<file path="config.mk">
export PLATFORM = sky130hd
export DESIGN_NAME = bus_arbiter_mux_flat
export DESIGN_NICKNAME = d
export VERILOG_FILES = /design/src/rtl/bus_pkg.sv /design/src/rtl/bus_arbiter_mux_if.sv /design/src/rtl/bus_prio_encoder.sv /design/src/rtl/bus_arbiter_mux.sv /design/src/flat_wrapper.sv
export SDC_FILE = /design/constraint.sdc
export NUM_CORES = 1
export LEC_CHECK = 0
export BUFFER_PORTS_ARGS = -buffer_cell sky130_fd_sc_hd__buf_2
export CAP_MARGIN = 5
export CORE_AREA = 10 10 269 271
export CTS_BUF_LIST = sky130_fd_sc_hd__clkbuf_4
export CTS_CLUSTER_SIZE = 14
export DETAILED_ROUTE_END_ITERATION = 12
export DIE_AREA = 0 0 279 281
export PLACE_DENSITY = 0.3
export SKIP_LAST_GASP = 1
export SYNTH_ARGS = -nofsm -noshare
export SYNTH_HDL_FRONTEND = slang
export SYNTH_HIERARCHICAL = 1
export SYNTH_SLANG_ARGS = --single-unit
export TNS_END_PERCENT = 1
</file>
<file path="constraint.sdc">
create_clock -name clock -period 4.25 [get_ports clock]
set_input_delay 0.2125 -clock clock [delete_from_list [all_inputs] [get_ports clock]]
set_output_delay 0.2125 -clock clock [all_outputs]
set_load 0.05 [all_outputs]
</file>
<file path="src/rtl/bus_pkg.sv">
// Shared definitions for the CPU datapath bus: default bus geometry,
// source index assignments and the bus source index type.
package bus_pkg;

  localparam int unsigned BUS_WIDTH = 32;
  localparam int unsigned N_BUS_SRC = 20;

  localparam int unsigned SRC_R0    = 0;
  localparam int unsigned SRC_R1    = 1;
  localparam int unsigned SRC_R2    = 2;
  localparam int unsigned SRC_R3    = 3;
  localparam int unsigned SRC_R4    = 4;
  localparam int unsigned SRC_R5    = 5;
  localparam int unsigned SRC_R6    = 6;
  localparam int unsigned SRC_R7    = 7;
  localparam int unsigned SRC_R8    = 8;
  localparam int unsigned SRC_R9    = 9;
  localparam int unsigned SRC_R10   = 10;
  localparam int unsigned SRC_R11   = 11;
  localparam int unsigned SRC_R12   = 12;
  localparam int unsigned SRC_R13   = 13;
  localparam int unsigned SRC_R14   = 14;
  localparam int unsigned SRC_R15   = 15;
  localparam int unsigned SRC_HI    = 16;
  localparam int unsigned SRC_LO    = 17;
  localparam int unsigned SRC_ZLOW  = 18;
  localparam int unsigned SRC_ZHIGH = 19;

  typedef logic [$clog2(N_BUS_SRC)-1:0] bus_src_t;

endpackage

</file>
<file path="src/rtl/bus_arbiter_mux_if.sv">
// Bus arbiter/mux signal bundle.
//   master: drives src_data, src_out, err_clr; observes the bus outputs.
//   slave : the arbiter itself; consumes sources, drives bus_out, bus_valid,
//           bus_src, conflict, conflict_cnt.
interface bus_arbiter_mux_if #(
  parameter int unsigned WIDTH = 32,
  parameter int unsigned N_SRC = 20,
  parameter int unsigned CNT_W = 8
);

  logic [N_SRC*WIDTH-1:0]     src_data;
  logic [N_SRC-1:0]           src_out;
  logic                       err_clr;
  logic [WIDTH-1:0]           bus_out;
  logic                       bus_valid;
  logic [$clog2(N_SRC)-1:0]   bus_src;
  logic                       conflict;
  logic [CNT_W-1:0]           conflict_cnt;

  modport master (
    output src_data, src_out, err_clr,
    input  bus_out, bus_valid, bus_src, conflict, conflict_cnt
  );

  modport slave (
    input  src_data, src_out, err_clr,
    output bus_out, bus_valid, bus_src, conflict, conflict_cnt
  );

endinterface

</file>
<file path="src/rtl/bus_prio_encoder.sv">
// Highest-index-wins priority encoder over the bus drive enables.
//   src_out   : per-source drive enables
//   winner    : index of the highest asserted enable (0 when none)
//   any_sel   : at least one enable asserted
//   multi_sel : more than one enable asserted
module bus_prio_encoder #(
  parameter int unsigned N = 20
) (
  input  logic [N-1:0]         src_out,
  output logic [$clog2(N)-1:0] winner,
  output logic                 any_sel,
  output logic                 multi_sel
);

  localparam int unsigned W = $clog2(N);

  // Ascending scan: a later hit overwrites the winner, matching the
  // last-assignment-wins priority of the original mux.
  always_comb begin
    winner    = '0;
    any_sel   = 1'b0;
    multi_sel = 1'b0;
    for (int unsigned i = 0; i < N; i++) begin
      if (src_out[i]) begin
        if (any_sel) multi_sel = 1'b1;
        any_sel = 1'b1;
        winner  = W'(i);
      end
    end
  end

endmodule

</file>
<file path="src/rtl/bus_arbiter_mux.sv">
// Shared CPU bus multiplexer with idle hold, optional output register and
// multi-driver conflict detection.
//   clock : rising-edge clock
//   clear : asynchronous active-low reset
//   bus   : slave side of bus_arbiter_mux_if (sources/enables/err_clr in;
//           bus_out, bus_valid, bus_src, conflict, conflict_cnt out)
module bus_arbiter_mux
  import bus_pkg::*;
#(
  parameter int unsigned WIDTH      = BUS_WIDTH,
  parameter int unsigned N_SRC      = N_BUS_SRC,
  parameter int unsigned REGISTERED = 0,
  parameter int unsigned CNT_W      = 8
) (
  input  logic             clock,
  input  logic             clear,
  bus_arbiter_mux_if.slave bus
);

  localparam int unsigned SEL_W = $clog2(N_SRC);

  logic [SEL_W-1:0] winner;
  logic             any_sel;
  logic             multi_sel;
  logic [WIDTH-1:0] win_data;

  logic [WIDTH-1:0] hold_q,     hold_d;
  logic             valid_q,    valid_d;
  logic [SEL_W-1:0] bus_src_q,  bus_src_d;
  logic             conflict_q, conflict_d;
  logic [CNT_W-1:0] cnt_q,      cnt_d;

  bus_prio_encoder #(.N(N_SRC)) u_enc (
    .src_out   (bus.src_out),
    .winner    (winner),
    .any_sel   (any_sel),
    .multi_sel (multi_sel)
  );

  // winner is 0 when nothing is selected, so this never reads an undriven slice.
  assign win_data = bus.src_data[int'(winner)*WIDTH +: WIDTH];

  // hold_q serves as the idle-hold register in combinational mode and as
  // the output register in registered mode; its update rule is the same.
  always_comb begin
    hold_d     = hold_q;
    valid_d    = any_sel;
    bus_src_d  = bus_src_q;
    conflict_d = conflict_q;
    cnt_d      = cnt_q;

    if (any_sel) begin
      hold_d    = win_data;
      bus_src_d = winner;
    end

    // A new conflict outranks err_clr: the clear is applied, then this
    // cycle's conflict is counted as the first one.
    if (multi_sel) begin
      conflict_d = 1'b1;
      if (bus.err_clr)      cnt_d = CNT_W'(1);
      else if (cnt_q != '1) cnt_d = cnt_q + CNT_W'(1);
    end else if (bus.err_clr) begin
      conflict_d = 1'b0;
      cnt_d      = '0;
    end
  end

  always_ff @(posedge clock or negedge clear) begin
    if (!clear) begin
      hold_q     <= '0;
      valid_q    <= 1'b0;
      bus_src_q  <= '0;
      conflict_q <= 1'b0;
      cnt_q      <= '0;
    end else begin
      hold_q     <= hold_d;
      valid_q    <= valid_d;
      bus_src_q  <= bus_src_d;
      conflict_q <= conflict_d;
      cnt_q      <= cnt_d;
    end
  end

  assign bus.bus_out      = (REGISTERED == 0 && any_sel) ? win_data : hold_q;
  assign bus.bus_valid    = (REGISTERED != 0) ? valid_q : any_sel;
  assign bus.bus_src      = bus_src_q;
  assign bus.conflict     = conflict_q;
  assign bus.conflict_cnt = cnt_q;

endmodule

</file>
<file path="src/flat_wrapper.sv">
// flat-port wrapper written by rule: the top's interface ports become plain ports
module bus_arbiter_mux_flat import bus_pkg::*;
#(
  parameter int unsigned WIDTH      = BUS_WIDTH,
  parameter int unsigned N_SRC      = N_BUS_SRC,
  parameter int unsigned REGISTERED = 0,
  parameter int unsigned CNT_W      = 8
)
  (clock, clear, bus_src_data, bus_src_out, bus_err_clr, bus_bus_out, bus_bus_valid, bus_bus_src, bus_conflict, bus_conflict_cnt);
  bus_arbiter_mux_if #(.WIDTH(WIDTH), .N_SRC(N_SRC), .CNT_W(CNT_W)) bus_i ();
  input  logic clock;
  input  logic clear;
  input wire logic [$bits(bus_i.src_data)-1:0] bus_src_data;
  input wire logic [$bits(bus_i.src_out)-1:0] bus_src_out;
  input wire logic [$bits(bus_i.err_clr)-1:0] bus_err_clr;
  output wire logic [$bits(bus_i.bus_out)-1:0] bus_bus_out;
  output wire logic [$bits(bus_i.bus_valid)-1:0] bus_bus_valid;
  output wire logic [$bits(bus_i.bus_src)-1:0] bus_bus_src;
  output wire logic [$bits(bus_i.conflict)-1:0] bus_conflict;
  output wire logic [$bits(bus_i.conflict_cnt)-1:0] bus_conflict_cnt;
  assign bus_i.src_data = bus_src_data;
  assign bus_i.src_out = bus_src_out;
  assign bus_i.err_clr = bus_err_clr;
  assign bus_bus_out = bus_i.bus_out;
  assign bus_bus_valid = bus_i.bus_valid;
  assign bus_bus_src = bus_i.bus_src;
  assign bus_conflict = bus_i.conflict;
  assign bus_conflict_cnt = bus_i.conflict_cnt;
  bus_arbiter_mux #(.WIDTH(WIDTH), .N_SRC(N_SRC), .REGISTERED(REGISTERED), .CNT_W(CNT_W)) u_core (.clock(clock), .clear(clear), .bus(bus_i));
endmodule
</file>
==> impl_results.md, run 1 <==
* CTS Buf Count at 5
* Io pins at 710
* Worst vdd ir at 0.0000971 V
* Reg2Reg Setup Slack at 2.50 ns
* Slew HR at 29.1%
* Pin count of the biggest net entering global routing at 66
* Routability Congestion at 0.895
* Fin. Hold Viols at 0
* Routed WL at 62,600 um
* Comb power frac at 61.4%
* Setup TNS Final at 0 ns
* Power Density at 183 mW/mm^2
* Crit-path max FO at 65
* Core outline area at 0.0668 sq mm
* Initial antenna violation count at 44
* Commonest cells after routing, fill and taps aside: buf_2 (708), mux2i_1 (186), mux4_2 (80), a22oi_1 (61), nand2_1 (55)
* Sequential share of the synthesized area at 15.5%
* Synth Register Bits at 46
* Fmax at 268 MHz
* Fraction of registers with async set/reset at 100%
* Sw frac at 45.1%
* Yosys warns at 6
* Residual DRC at 0
* Post-CTS resize count at 0
* Setup Viol. Count Final at 0
* Layout Utilization at 18.2%
* Max-cap viol count at 0
* CTS Sinks at 46
* Final Power at 2230 uW
* Pint at 1220 uW
* CTS Buffer Depth at 2
* Post-layout nets at 2,106
* Syn avg cell area at 9.69 sq um
* DPL Wire Length at 55,300 um
* Antenna-violating nets left at 0
* Setup Skew at 0.00541 ns
* DIE AREA at 0.0784 sq mm
* Inst Count DP at 2,306
* Layout cells sized above 1 at 59.4%
* Synth Instances at 765
* Worst-skew pair later-pin latency at 0.48 ns
* Initial cell density of the core at 11.1%
* Post-synth EDFFs at 0
* Slew @ Worst Pin at 1.06 ns
* PortBufs at 709
* Largest cells by area after synthesis: mux2i_1 (25%), mux4_2 (24%), dfrtp_1 (16%)
* Vias in the first global route at 10,700
* RSZ-0062 raised after global routing: false
* Leakage at 0.00621 uW
* CP Launch Type: input pin
* Clock power share at 16.0%
* Commonest non-fill, non-tap cell in the layout: buf_2
* Syn Std Cell Area at 0.00742 sq mm
* Final min period at 3.73 ns
* Area growth syn-to-layout at 63.9%
* Worst min path class: input pin to register
* WP data arrival at 3.52 ns
* DRT Pass-1 Iters at 5
* Switch Pwr at 1000 uW
* Library cells used by synthesis at 54
* Crit path capture type: primary output
* Vias/cell at 4.11
* Die Wd at 279 um
* DR WL/cell at 26.9 um
* H-tree Lvls at 2
* GRT Overall Usage at 15.1%
* Die H at 281 um
* Row count at 95
* Vias at 9,565
* Grt total ovfl at 0
* WS Path Type: input pin to primary output
* Slew Limit Fails at 0
* Area leader, netlist: mux2i_1
* Reg power frac at 22.6%
* Worst EP required at 4.04 ns
* First-pass GRT wire length at 84,100 um
* Crit share post-route at 87.7%
* Outcome: finished clean
* Net Count, Synth at 1,429
* Synth Flop Type: dfrtp_1
* CTS tree: yes
* Cell Count, Final, Fillers Out at 2,326
* Clk root buf: clkbuf_4
* Yosys top cell area share at 25.1%
* DR iter-0 viols at 428
* Clock slew seen by the registers of the worst setup and hold paths at 0.19 ns
[timing repair]
action,CTS,global route
hold endpoints to repair,53,0
buffers inserted,0,0
hold buffers,2,0
[final timing paths]
check | from | to | cells after the start
setup / recovery | bus_src_out[4] | bus_bus_out[31] | 12
hold / removal | bus_src_data[345] | u_core/hold_q[25] | 5
setup reg to reg | u_core/bus.conflict_cnt[0] | u_core/bus.conflict_cnt[1] | 5
hold reg to reg | u_core/bus.conflict | u_core/bus.conflict | 1
max in group asynchronous | clear | u_core/hold_q[5] | 2
min in group asynchronous | clear | u_core/hold_q[29] | 2
[metrics by stage]
step | setup WS, ns | hold WS [ns] | cell area, sq um
final | 0.521 | 0.241 | 12200
after global routing | 0.309 | 0.189 | 12200
after CTS | 0.408 | 0.156 | 12100
after detailed placement | 0.413 | 0.349 | 12000
after global placement | 0.473 | 0.358 | 12000
after floorplan | 1.20 | -0.0831 | 7420
[logic make-up (layout without fill, tap and decap cells)]
group                    after synthesis  count (layout)  share of synthesized area [%]
multiplexers                         271             271                           50.2
flip-flops                            46              46                           15.5
adder cells (fa/ha/maj)                3               3                          0.456
AO/OA/AOI/OAI                        147             147                           14.0
XOR/XNOR                               2               2                          0.236
other                                  0              10                              0
buffers and inverters                 79             757                           5.85
AND/OR/NAND/NOR                      217             217                           13.8
[state kept, by name, indices dropped and copies added (netlist names)]
| register | flops |
|---|---|
| u_core/bus.conflict | 1 |
| u_core/hold_q | 32 |
| u_core/bus.conflict_cnt | 8 |
| u_core/bus.bus_src | 5 |
[area by class of cell]
class                      instances  area, sq um
inverter                           6         22.5
timing repair buffer             743         3870
fill                            7646        54600
clock buffer                       5         37.5
sequential                        46         1150
tap                              873         1090
clock inverter                     3         48.8
multi-input combinational        640         5910
antenna                           10         25.0
[power groups by stage]
| stage | Sequential (uW) | Clock [uW] | Combinational (uW) |
|---|---|---|---|
| after floorplan | 528 | 0 | 735 |
| after global placement | 512 | 0 | 1400 |
| after detailed placement | 511 | 0 | 1400 |
| after CTS | 503 | 405 | 1410 |
| after global routing | 509 | 409 | 1480 |
| final | 503 | 356 | 1370 |
[worst max-delay path, cell delays in order]
cell	delay [ns]
buf_2	0.14
nor2_1	0.15
o21ai_0	0.12
a21boi_1	0.17
o31ai_1	0.13
a31oi_4	0.37
buf_12	0.37
mux2i_1	0.86
a22oi_1	0.19
nand3_1	0.25
a41oi_1	0.19
buf_2	0.28
[layer usage]
layer / vias up / routed length (um) / global-route usage (%) / share of wire [%]
met5: - / 194 / 0 / 0.31
met4: 30 / 1170 / 3.71 / 1.9
met3: 86 / 5400 / 5.62 / 8.6
met2: 495 / 32400 / 27.6 / 52
met1: 4533 / 23400 / 16.3 / 37
li1: 4421 / - / - / -
[synth_stat cells, drive strengths merged, types with 6 or more instances]
cell type,n
mux2i,186
mux4,80
a22oi,61
nand2,55
nor2,53
dfrtp,46
nand3,44
a21oi,39
clkbuf,37
buf,36
nor3,30
a41oi,20
or3,13
inv,6
Note: power is estimated with default switching activity, not from simulation.
==> run 2, diff against run 1 <==
==> constraint.sdc (replaced) <==
create_clock -name clock -period 4.25 [get_ports clock]
set_input_delay 0.85 -clock clock [delete_from_list [all_inputs] [get_ports clock]]
set_output_delay 0.85 -clock clock [all_outputs]
set_load 0.05 [all_outputs]
==> impl_results.md, run 2 (same netlist as run 1, synthesis figures left out) <==
* Die Wd at 279 um (unchanged)
* Worst min path class: input pin to async pin
* Routed WL at 65,200 um (+4.2%)
* Largest reg by FF count: u_core/hold_q
* RSZ-0062 raised after global routing: true
* Crit share post-route at 106% (+19 points)
* Final min period at 4.52 ns (+0.795 ns)
* Fmax at 221 MHz (-18%)
* Setup Viol. Count Final at 32 (+32)
* Worst-skew pair later-pin latency at 0.49 ns (about the same)
* Area growth syn-to-layout at 91.8%
* Post-route setup slack at -0.273 ns (-0.795 ns)
* Residual DRC at 0 (unchanged)
* Grt total ovfl at 0 (unchanged)
* CTS Sinks at 46 (unchanged)
* Power Density at 182 mW/mm^2 (-0.80%)
* Die H at 281 um (unchanged)
* DIE AREA at 0.0784 sq mm (unchanged)
* Worst EP required at 3.40 ns (-0.64 ns)
* GRT Overall Usage at 15.6% (+0.51 points)
* Routability Congestion at 0.899 (+0.53%)
* Vias in the first global route at 11,200 (+4.7%)
* PortBufs at 709 (unchanged)
* Final Power at 2580 uW (+16%)
* DR iter-0 viols at 411 (-4.0%)
* Vias at 10,200 (+6.2%)
* CTS Buf Count at 5 (unchanged)
* Setup Skew at 0.0203 ns (+0.0149 ns)
* Slew HR at 46.5% (+17 points)
* Clock slew seen by the registers of the worst setup and hold paths at 0.21 ns (+0.02 ns)
* CTS tree: yes
* Row count at 95 (unchanged)
* WS Path Type: input pin to primary output
* Pin count of the biggest net entering global routing at 51 (-23%)
* Io pins at 710 (unchanged)
* Slew Limit Fails at 0 (unchanged)
* Crit-path max FO at 7 (-89%)
* Cell Count, Final, Fillers Out at 2,470 (+6.2%)
* H-tree Lvls at 2 (unchanged)
* Setup TNS Final at -6.02 ns (-6.02 ns)
* Worst vdd ir at 0.000103 V (+5.8%)
* Layout cells sized above 1 at 66.0% (+6.6 points)
* Inst Count DP at 2,436 (+5.6%)
* Hold_ws at 0.389 ns (+0.148 ns)
* DPL Wire Length at 56,300 um (+1.7%)
* Outcome: finished, violations left
* FILL cells at 7,474 (-2.2%)
* DR WL/cell at 26.4 um (-1.8%)
* Core outline area at 0.0668 sq mm (unchanged)
* Slew @ Worst Pin at 0.803 ns (-0.261 ns)
* CTS Buffer Depth at 2 (unchanged)
* Max reg flops at 32 (unchanged)
* Crit path capture type: primary output
* Post-layout nets at 2,252 (+6.9%)
* First-pass GRT wire length at 86,900 um (+3.3%)
* Initial antenna violation count at 34 (-23%)
* CP Launch Type: input pin
* Commonest non-fill, non-tap cell in the layout: buf_2
* DRT Pass-1 Iters at 4 (-1)
* Vias/cell at 4.11 (about the same)
* Clk root buf: clkbuf_4
* Fin. Hold Viols at 0 (unchanged)
* Failing checks: setup timing
* Commonest cells after routing, fill and taps aside: buf_2 (675), mux2i_1 (171), buf_4 (143), mux4_2 (80), a22oi_1 (58)
* Initial cell density of the core at 11.1% (unchanged)
* Max-cap viol count at 0 (unchanged)
* Leakage at 0.00720 uW (+16%)
* WP data arrival at 3.67 ns (+0.15 ns)
* Antenna-violating nets left at 0 (unchanged)
[run 2: worst paths after layout]
kind	cells past startpoint	start	end	slack, ns
hold / removal	1	clear	u_core/bus.conflict	0.39
max in group asynchronous	1	clear	u_core/hold_q[6]	3.29
setup / recovery	14	bus_src_out[6]	bus_bus_out[1]	-0.27
setup reg to reg	5	u_core/bus.conflict_cnt[0]	u_core/bus.conflict_cnt[1]	2.60
hold reg to reg	1	u_core/bus.conflict	u_core/bus.conflict	0.52
min in group clock	1	u_core/bus.conflict	u_core/bus.conflict	0.52
[run 2: timing repair]
action                     in CTS  in global routing
cloned                          5                  1
setup buffers                   8                  6
pin swaps                       9                 10
hold buffers                    0                  0
setup endpoints to repair      32                 32
resized for setup              68                 46
hold endpoints to repair        0                  0
[run 2: per-stage QoR]
stage | area [sq um] | util, % | setup slack (ns)
2_1_floorplan | 7420 | - | -0.0667
3_3_place_gp | 13300 | 20.0 | -0.601
3_5_place_dp | 13300 | 20.0 | -0.568
4_1_cts | 14000 | 20.9 | -0.324
5_1_grt | 14200 | 21.3 | -0.354
6_report | 14200 | 21.3 | -0.273
[run 2: power by group]
group | switching (uW) | internal [uW] | total [uW]
clock network | 231 | 127 | 358
registers | 17.5 | 486 | 503
logic | 849 | 874 | 1720
total | 1100 | 1490 | 2580
[run 2: critical path, stage by stage]
cell	delay [ns]
buf_6	0.10
buf_6	0.11
o31a_1	0.30
o221ai_2	0.16
a311o_2	0.22
buf_12	0.13
buf_16	0.16
buf_4	0.16
mux4_2	0.53
mux2i_4	0.20
buf_4	0.15
nor3_1	0.04
or3_1	0.36
buf_6	0.18
[run 2: layer usage]
metal	up-vias	GRT usage [%]	part of all wire [%]
li1	4717	-	-
met1	4872	17.4	39
met2	486	29.3	52
met3	62	4.80	7.4
met4	22	2.38	1.4
met5	-	0	0.25
[run 2: area by class of cell]
cell class              instances  area (sq um)  share of cell area (%)
well taps                     873          1090                    7.68
repair buffers                889          5680                    39.9
inverters                       6          22.5                   0.158
flip-flops and latches         46          1150                    8.09
clock inverters                 3          48.8                   0.343
multi-input cells             640          6170                    43.4
clock buffers                   5          37.5                   0.264
diodes                          8          20.0                   0.141
==> run 3, diff against run 2 <==
CORE_AREA = 10 10 271 273   (was 10 10 269 271)
DIE_AREA = 0 0 281 283   (was 0 0 279 281)
SKIP_LAST_GASP = default   (was 1)
clock period = 4.9 ns   (was 4.25 ns; I/O delays follow)
==> impl_results.md, run 3 (same netlist as run 1, synthesis figures left out) <==
* Outcome: finished clean
* Setup Viol. Count Final at 0 (-100%)
* Clock slew seen by the registers of the worst setup and hold paths at 0.20 ns (about the same)
* CP Launch Type: input pin
* Io pins at 710 (unchanged)
* DPL Wire Length at 55,700 um (-1.0%)
* Clk root buf: clkbuf_4
* Layout Utilization at 19.0% (-2.3 points)
* CTS Buf Count at 5 (unchanged)
* First-pass GRT wire length at 84,200 um (-3.1%)
* Layout cells sized above 1 at 62.4% (-3.5 points)
* WP data arrival at 3.85 ns (+0.18 ns)
* DR WL/cell at 26.5 um (+0.32%)
* Die Wd at 281 um (+0.72%)
* Fin. Hold Viols at 0 (unchanged)
* Cell Count, Final, Fillers Out at 2,388 (-3.3%)
* Max reg flops at 32 (unchanged)
* DIE AREA at 0.0795 sq mm (+1.4%)
* PortBufs at 709 (unchanged)
* Initial antenna violation count at 36 (+5.9%)
* WS Path Type: input pin to primary output
* Max-cap viol count at 0 (unchanged)
* Area growth syn-to-layout at 74.6%
* Final min period at 4.83 ns
* Row count at 96 (+1.1%)
* Crit-path max FO at 14 (+7)
* RSZ-0062 raised after global routing: true
* Leakage at 0.00656 uW (-8.9%)
* Final instance area at 0.0129 sq mm (-9.0%)
* DRT Pass-1 Iters at 4 (unchanged)
* Post-layout nets at 2,158 (-4.2%)
* Worst vdd ir at 0.000134 V (+30%)
* Slew Limit Fails at 0 (unchanged)
* Vias/cell at 4.10 (-0.27%)
* Worst-skew pair later-pin latency at 0.49 ns (about the same)
* Inst Count DP at 2,362 (-3.0%)
* Vias at 9,795 (-3.6%)
* Largest reg by FF count: u_core/hold_q
* Worst min path class: input pin to async pin
* Antenna-violating nets left at 0 (unchanged)
* Crit path capture type: primary output
* Routability Congestion at 0.899 (about the same)
* H-tree Lvls at 2 (unchanged)
* Worst EP required at 3.92 ns (+0.52 ns)
* Crit share post-route at 98.6%
* CTS tree: yes
* DR iter-0 viols at 491 (+19%)
* Commonest non-fill, non-tap cell in the layout: buf_2
* CTS Buffer Depth at 2 (unchanged)
* Setup TNS Final at 0 ns (+6.02 ns)
* Slew HR at 45.8% (-0.70 points)
* Slew @ Worst Pin at 0.813 ns (+0.0106 ns)
* Setup Skew at 0.00509 ns (-0.0152 ns)
* Fmax at 207 MHz
* Dpl cell area at 0.0125 sq mm (-6.2%)
* GRT Overall Usage at 14.9% (-0.74 points)
* CTS Sinks at 46 (unchanged)
* Die H at 283 um (+0.71%)
* Grt total ovfl at 0 (unchanged)
* Power Density at 159 mW/mm^2 (-13%)
* FILL cells at 7,742 (+3.6%)
* Initial cell density of the core at 10.9% (-0.21 points)
* Residual DRC at 0 (unchanged)
* Routed WL at 63,300 um (-3.0%)
* Vias in the first global route at 10,900 (-2.3%)
* Core outline area at 0.0681 sq mm (+2.0%)
* Pin count of the biggest net entering global routing at 60 (+18%)
* Commonest cells after routing, fill and taps aside: buf_2 (684), mux2i_1 (178), buf_4 (80), mux4_2 (80), a22oi_1 (58)
run 3: power breakdown:
| group | switching, uW | internal [uW] |
|---|---|---|
| Combinational | 687 | 619 |
| Clock | 203 | 110 |
| Sequential | 15.3 | 421 |
| Total | 905 | 1150 |
run 3: metal layers:
metal | part of all wire, % | global-route usage (%) | up-vias
li1 | - | - | 4530
met2 | 53 | 28.1 | 486
met3 | 8.8 | 5.31 | 64
met4 | 1.2 | 2.76 | 22
met1 | 37 | 15.7 | 4693
met5 | 0.20 | 0 | -
run 3: area by class of cell:
class                           count  area [sq um]  area share (%)
Tap cell                          882          1100            8.52
Timing Repair Buffer              795          4520            34.9
Sequential cell                    46          1150            8.89
Multi-Input combinational cell    640          6030            46.6
Clock buffer                        5          37.5           0.290
Inverter                            6          22.5           0.174
Clock inverter                      3          48.8           0.377
Antenna cell                       11          27.5           0.213
run 3: critical path: stages:
cell	delay, ns
buf_2	0.13
inv_1	0.05
a21oi_1	0.14
o31a_1	0.17
o221ai_1	0.12
a311o_2	0.51
buf_12	0.17
clkbuf_16	0.18
mux4_2	0.46
mux2i_2	0.23
nor3_1	0.06
or3_1	0.39
buf_2	0.23
run 3: path summary, 6_finish.rpt:
path	end	startpoint	depth (start not counted)	slack, ns
setup / recovery	bus_bus_out[17]	bus_src_out[6]	13	0.07
hold / removal	u_core/hold_q[31]	clear	1	0.52
setup reg to reg	u_core/bus.conflict_cnt[1]	u_core/bus.conflict_cnt[0]	5	3.27
hold reg to reg	u_core/bus.conflict	u_core/bus.conflict	1	0.53
max in group asynchronous	u_core/hold_q[6]	clear	1	3.81
min in group clock	u_core/bus.conflict	u_core/bus.conflict	1	0.53
run 3: metrics by stage:
step | worst slack (ns) | power [uW] | hold slack [ns]
after global routing | -0.0499 | 2200 | 0.511
after detailed placement | -0.00864 | 1720 | 0.489
final | 0.0700 | 2060 | 0.516
after CTS | 0.00406 | 2070 | 0.490
after floorplan | 0.323 | 1090 | 0.684
after global placement | -0.132 | 1720 | 0.483
run 3: repair_timing:
action	in CTS	in global routing
gates resized for setup	2	64
setup endpoints to repair	2	28
pin swaps	0	2
setup buffers	0	4
hold buffers	0	0
gates cloned	0	3
